<file path="config.mk">
export PLATFORM = sky130hd
export DESIGN_NAME = traffic_uart_rx
export DESIGN_NICKNAME = d
export VERILOG_FILES = /design/src/rtl/traffic_pkg.sv /design/src/rtl/uart_baud_tick.sv /design/src/rtl/traffic_uart_rx.sv
export SDC_FILE = /design/constraint.sdc
export NUM_CORES = 1
export LEC_CHECK = 0
export ABC_AREA = 1
export CORE_UTILIZATION = 50
export DETAILED_ROUTE_END_ITERATION = 12
export PLACE_DENSITY_LB_ADDON = 0.2
export SETUP_SLACK_MARGIN = 0.02
export SKIP_LAST_GASP = 1
export SYNTH_ARGS = -nofsm -noshare
export SYNTH_HDL_FRONTEND = slang
export SYNTH_SLANG_ARGS = --single-unit
</file>
<file path="constraint.sdc">
create_clock -name clock -period 4.35 [get_ports clock]
set_clock_uncertainty 0.2 [all_clocks]
set_input_delay 0.435 -clock clock [delete_from_list [all_inputs] [get_ports clock]]
set_output_delay 0.435 -clock clock [all_outputs]
set_load 0.005 [all_outputs]
</file>
<file path="src/rtl/traffic_pkg.sv">
// Shared definitions for the traffic-signal serial link: colour codes, frame header,
// receiver FSM states and the frame-content check.
package traffic_pkg;

  localparam logic [1:0] RED    = 2'b00;
  localparam logic [1:0] YELLOW = 2'b01;
  localparam logic [1:0] GREEN  = 2'b10;

  localparam logic [5:0] FRAME_HDR = 6'b101010;

  localparam int unsigned DATA_BITS = 8;
  localparam int unsigned TICK_W    = 4;
  localparam int unsigned BIT_IDX_W = 3;

  typedef enum logic [2:0] {
    ST_IDLE,
    ST_START,
    ST_DATA,
    ST_PARITY,
    ST_STOP
  } rx_state_e;

  // Header matches and the colour field is one of the three defined codes.
  function automatic logic frame_ok(input logic [DATA_BITS-1:0] b);
    return (b[7:2] == FRAME_HDR) && (b[1:0] != 2'b11);
  endfunction

endpackage

</file>
<file path="src/rtl/uart_baud_tick.sv">
// Oversampling tick generator: one-clock tick every CLK_HZ/(BAUD*OVERSAMPLE) clocks,
// realigned to zero by i_restart so sampling phase follows the start edge.
module uart_baud_tick #(
  parameter int unsigned CLK_HZ     = 50_000_000,
  parameter int unsigned BAUD       = 9600,
  parameter int unsigned OVERSAMPLE = 16
) (
  input  logic i_clk,
  input  logic i_rst,
  input  logic i_restart,
  output logic o_tick
);

  localparam int unsigned DIV = CLK_HZ / (BAUD * OVERSAMPLE);
  localparam int unsigned CW  = (DIV > 2) ? $clog2(DIV) : 1;

  logic [CW-1:0] r_cnt;
  logic          r_tick;

  always_ff @(posedge i_clk or posedge i_rst) begin
    if (i_rst) begin
      r_cnt  <= '0;
      r_tick <= 1'b0;
    end else if (i_restart) begin
      r_cnt  <= '0;
      r_tick <= 1'b0;
    end else if (r_cnt == CW'(DIV - 1)) begin
      r_cnt  <= '0;
      r_tick <= 1'b1;
    end else begin
      r_cnt  <= r_cnt + CW'(1);
      r_tick <= 1'b0;
    end
  end

  assign o_tick = r_tick;

endmodule

</file>
<file path="src/rtl/traffic_uart_rx.sv">
// Traffic-signal frame receiver: 8 data bits LSB first, 16x oversampled, decoded to a colour.
// Define UART_PARITY_EN to expect an even-parity bit between D7 and the stop bit.
module traffic_uart_rx
  import traffic_pkg::*;
#(
  parameter int unsigned CLK_HZ     = 50_000_000,
  parameter int unsigned BAUD       = 9600,
  parameter int unsigned OVERSAMPLE = 16
) (
  input  logic                 clock,
  input  logic                 reset,
  input  logic                 rx,
  output logic                 valid_uart_data,
  output logic [1:0]           uart_data_sig,
  output logic                 frame_err,
  output logic [DATA_BITS-1:0] rx_byte
);

  rx_state_e r_state, w_state_nxt;

  logic                 r_rx_meta, r_rx_sync, r_rx_prev;
  logic [TICK_W-1:0]    r_tick_cnt;
  logic [BIT_IDX_W-1:0] r_bit_idx;
  logic [DATA_BITS-1:0] r_shift;
  logic                 r_valid, r_err;
  logic [1:0]           r_colour;
  logic [DATA_BITS-1:0] r_rx_byte;

  logic w_tick, w_fall, w_mid, w_good;
  logic w_restart, w_shift_en, w_stop_smp;

  always_ff @(posedge clock or posedge reset) begin
    if (reset) begin
      r_rx_meta <= 1'b1;
      r_rx_sync <= 1'b1;
      r_rx_prev <= 1'b1;
    end else begin
      r_rx_meta <= rx;
      r_rx_sync <= r_rx_meta;
      r_rx_prev <= r_rx_sync;
    end
  end

  assign w_fall = r_rx_prev & ~r_rx_sync;

  uart_baud_tick #(
    .CLK_HZ     (CLK_HZ),
    .BAUD       (BAUD),
    .OVERSAMPLE (OVERSAMPLE)
  ) u_baud_tick (
    .i_clk     (clock),
    .i_rst     (reset),
    .i_restart (w_restart),
    .o_tick    (w_tick)
  );

  // Mid-bit: half a bit into the start bit, a full bit for every later bit.
  assign w_mid = w_tick &&
                 (r_tick_cnt == ((r_state == ST_START) ? TICK_W'(7) : TICK_W'(15)));

`ifdef UART_PARITY_EN
  logic r_par_bit;
  logic w_par_smp;

  always_ff @(posedge clock or posedge reset) begin
    if (reset) begin
      r_par_bit <= 1'b0;
    end else if (w_par_smp) begin
      r_par_bit <= r_rx_sync;
    end
  end

  assign w_good = r_rx_sync && frame_ok(r_shift) && (r_par_bit == ^r_shift);
`else
  assign w_good = r_rx_sync && frame_ok(r_shift);
`endif

  always_ff @(posedge clock or posedge reset) begin
    if (reset) begin
      r_state <= ST_IDLE;
    end else begin
      r_state <= w_state_nxt;
    end
  end

  always_comb begin
    w_state_nxt = r_state;
    w_restart   = 1'b0;
    w_shift_en  = 1'b0;
    w_stop_smp  = 1'b0;
`ifdef UART_PARITY_EN
    w_par_smp   = 1'b0;
`endif
    case (r_state)
      ST_IDLE: begin
        if (w_fall) begin
          w_restart   = 1'b1;
          w_state_nxt = ST_START;
        end
      end
      ST_START: begin
        if (w_mid) begin
          w_state_nxt = r_rx_sync ? ST_IDLE : ST_DATA;
        end
      end
      ST_DATA: begin
        if (w_mid) begin
          w_shift_en = 1'b1;
          if (r_bit_idx == BIT_IDX_W'(DATA_BITS - 1)) begin
`ifdef UART_PARITY_EN
            w_state_nxt = ST_PARITY;
`else
            w_state_nxt = ST_STOP;
`endif
          end
        end
      end
      ST_PARITY: begin
        if (w_mid) begin
`ifdef UART_PARITY_EN
          w_par_smp   = 1'b1;
`endif
          w_state_nxt = ST_STOP;
        end
      end
      ST_STOP: begin
        if (w_mid) begin
          w_stop_smp  = 1'b1;
          w_state_nxt = ST_IDLE;
        end
      end
      default: w_state_nxt = ST_IDLE;
    endcase
  end

  // Oversample tick counter, bit index and LSB-first shift register.
  always_ff @(posedge clock or posedge reset) begin
    if (reset) begin
      r_tick_cnt <= '0;
      r_bit_idx  <= '0;
      r_shift    <= '0;
    end else begin
      if (w_restart || w_mid) begin
        r_tick_cnt <= '0;
      end else if (w_tick) begin
        r_tick_cnt <= r_tick_cnt + TICK_W'(1);
      end
      if (w_restart) begin
        r_bit_idx <= '0;
      end else if (w_shift_en) begin
        r_bit_idx <= r_bit_idx + BIT_IDX_W'(1);
      end
      if (w_shift_en) begin
        r_shift <= {r_rx_sync, r_shift[DATA_BITS-1:1]};
      end
    end
  end

  // Decode on the stop-bit sample; strobes last exactly one clock.
  always_ff @(posedge clock or posedge reset) begin
    if (reset) begin
      r_valid   <= 1'b0;
      r_err     <= 1'b0;
      r_colour  <= RED;
      r_rx_byte <= '0;
    end else begin
      r_valid <= 1'b0;
      r_err   <= 1'b0;
      if (w_stop_smp) begin
        r_rx_byte <= r_shift;
        if (w_good) begin
          r_colour <= r_shift[1:0];
          r_valid  <= 1'b1;
        end else begin
          r_err <= 1'b1;
        end
      end
    end
  end

  assign valid_uart_data = r_valid;
  assign frame_err       = r_err;
  assign uart_data_sig   = r_colour;
  assign rx_byte         = r_rx_byte;

endmodule

</file>
==> out/metrics.csv <==
metric,value,unit
CTS tree,yes,
routed len/inst,11.27,um
hpwl dp,2290,um
most frequent cells in the layout,"nand2_1 (53), dfrtp_1 (40), inv_1 (29)",
Worst path slowest cell,clkdlybuf4s50_1,
"commonest non-fill, non-tap cell in the layout",nand2_1,
GRT Total Usage,18.45,%
share of cells above drive strength 1,12.18,%
Final setup violation count,0,
CP max stage delay,0.50,ns
first-pass GRT wire length,5830,um
part of the power in registers,50.1,%
Root Buffer,clkbuf_8,
Peak VDD IR,0.2296,mV
Slew Limit Fails,0,
Final period util,41.43,%
critical path type,reg2out,
total power,949.4,uW
Net Sw Power,311.2,uW
clock slew at the register clock pins of the worst setup and hold paths,0.08,ns
Final Hold Fails,0,
cells along the critical path,clkdlybuf4s50_1,
post-route minimum period,1.802,ns
core area,0.003744,mm2
vias in the first global route,1315,
post-route ant nets,0,
final worst slack,2.548,ns
Rel. slew slack,47.07,%
final std cells w/o fill,286,
mapped cell area,0.001997,mm2
CP startpoint kind,flop,
setup TNS,0,ns
placed insts,278,
initial antenna violation count,0,
f_max,554.9,MHz
Detailed Routing Iterations Pass 1,5,
GRT overflow,0,
final wirelength,3223,um
I/O pins,15,
dpl ws,2.307,ns
Gate Count Post-Synth,218,
critical-path maximum fanout,2,
Max-cap violations,0,
Die Area,0.004250,mm2
post-CTS sizing,0,
drt initial violations,100,
later-pin clock latency in the skew report,0.30,ns
CTS Hold Bufs,0,
clock tree buffer depth,2,
"FF+latch count, synth",43,
Cell Pwr Density,419.0,mW/mm2
outcome,"complete, no violations",
"Setup Fix Bufs, Post-CTS",0,
Fin Hold WS,0.1587,ns
clock share of power,27.4,%
vias per inst,4.986,
FP Rows,22,
CP bufs+invs,1,
Top delay family on crit path,buffers and inverters,
Synth Net Count,226,
pin slew with the least headroom to its limit,0.7931,ns
GP Congestion,0.8246,
combinational share of power,22.4,%
Yosys Warn Count,0,
Worst EP required,3.71,ns
Syn-to-layout area delta,13.47,%
DR vias,1426,
CP arrival,1.17,ns
Initial Util,53.34,%
ANT cells,0,
IO Port Bufs,14,
RSZ-0062 raised after global routing,false,
Int Pwr,638.2,uW
drt drc,0,
die width,65.20,um
static leakage,0.001094,uW
Worst Hold Class,reg2reg,
largest net degree at the start of global routing,23,
Switching Fraction,32.78,%
die height,65.20,um
CTS H-Tree Depth,2,
Crit. End Element,output pin,
Avg Inst Size Synth,9.160,um2
TritonCTS buffer count,5,
sequential fraction of the synthesis area,54.07,%
Yosys cell types,26,
fin nets,245,
# clock sinks,43,
through the flow:
step / utilization [%] / cell area, um2
after detailed placement: 58.09 / 2175
after CTS: 60.53 / 2266
after global placement: 58.09 / 2175
after global routing: 60.53 / 2266
final: 60.53 / 2266
after floorplan: - / 1997
layer usage:
| metal | global-route usage [%] | up-vias | routed length [um] |
|---|---|---|---|
| met4 | 8.152 | 0 | 66 |
| met5 | 0 | - | 0 |
| met1 | 24.77 | 668 | 1618 |
| li1 | - | 726 | - |
| met2 | 26.55 | 26 | 1403 |
| met3 | 6.771 | 6 | 134 |
flip-flops by register name, summed over array words and instances, names as in the netlist:
register / cells
frame_err: 1
r_bit_idx: 3
r_rx_meta: 1
r_rx_prev: 1
r_rx_sync: 1
r_shift: 8
r_state: 3
r_tick_cnt: 4
rx_byte: 8
u_baud_tick.o_tick: 1
u_baud_tick.r_cnt: 9
uart_data_sig: 2
valid_uart_data: 1
power groups by stage:
stage	registers, uW	clock network [uW]	logic (uW)
after global placement	484	0	209
after detailed placement	482	0	214
after global routing	481	283	249
final	476	261	213
after floorplan	474	0	179
after CTS	475	267	215
synth_stat cells (all sizes together):
master	count	share of area [%]
nand2	54	11
dfrtp	40	50
inv	31	5.8
nor2	23	4.6
nand3	21	7.9
o21ai	15	5.1
nor3	9	2.3
ha	5	3.1
dfstp	3	3.9
nand4	3	0.94
xor2	3	1.3
a21oi	2	0.50
buf	2	1.1
xnor2	2	0.88
a31oi	1	0.31
and3	1	0.31
clkbuf	1	0.38
mux2i	1	0.50
nand3b	1	0.38
kinds of logic after synthesis:
logic type | count (synthesis) | synth area share, %
simple gates | 112 | 26.88
xor+xnor | 5 | 2.193
compound gates | 18 | 5.890
mux | 1 | 0.5013
flops | 43 | 54.07
buf+inv | 34 | 7.331
fa+ha+maj | 5 | 3.133
area by class of cell:
type                       count  area [um2]
fill                         325        1478
sequential                    43        1080
timing repair buffer          15       147.6
clock buffer                   7       86.33
inverter                      31       116.4
tap                           48       60.06
clock inverter                 1       5.005
multi-input combinational    141       770.7
final timing paths:
check | cells after the start | start | end | slack, ns
max | 1 | rx_byte[4] | rx_byte[4] | 2.55
min | 0 | r_rx_meta | r_rx_sync | 0.16
max reg2reg | 5 | r_tick_cnt[1] | r_shift[6] | 2.58
min reg2reg | 0 | r_rx_meta | r_rx_sync | 0.16
max in group asynchronous | 3 | reset | r_rx_meta | 2.73
min in group asynchronous | 2 | reset | frame_err | 0.38
No activity file was read; power rests on OpenSTA's default activity.
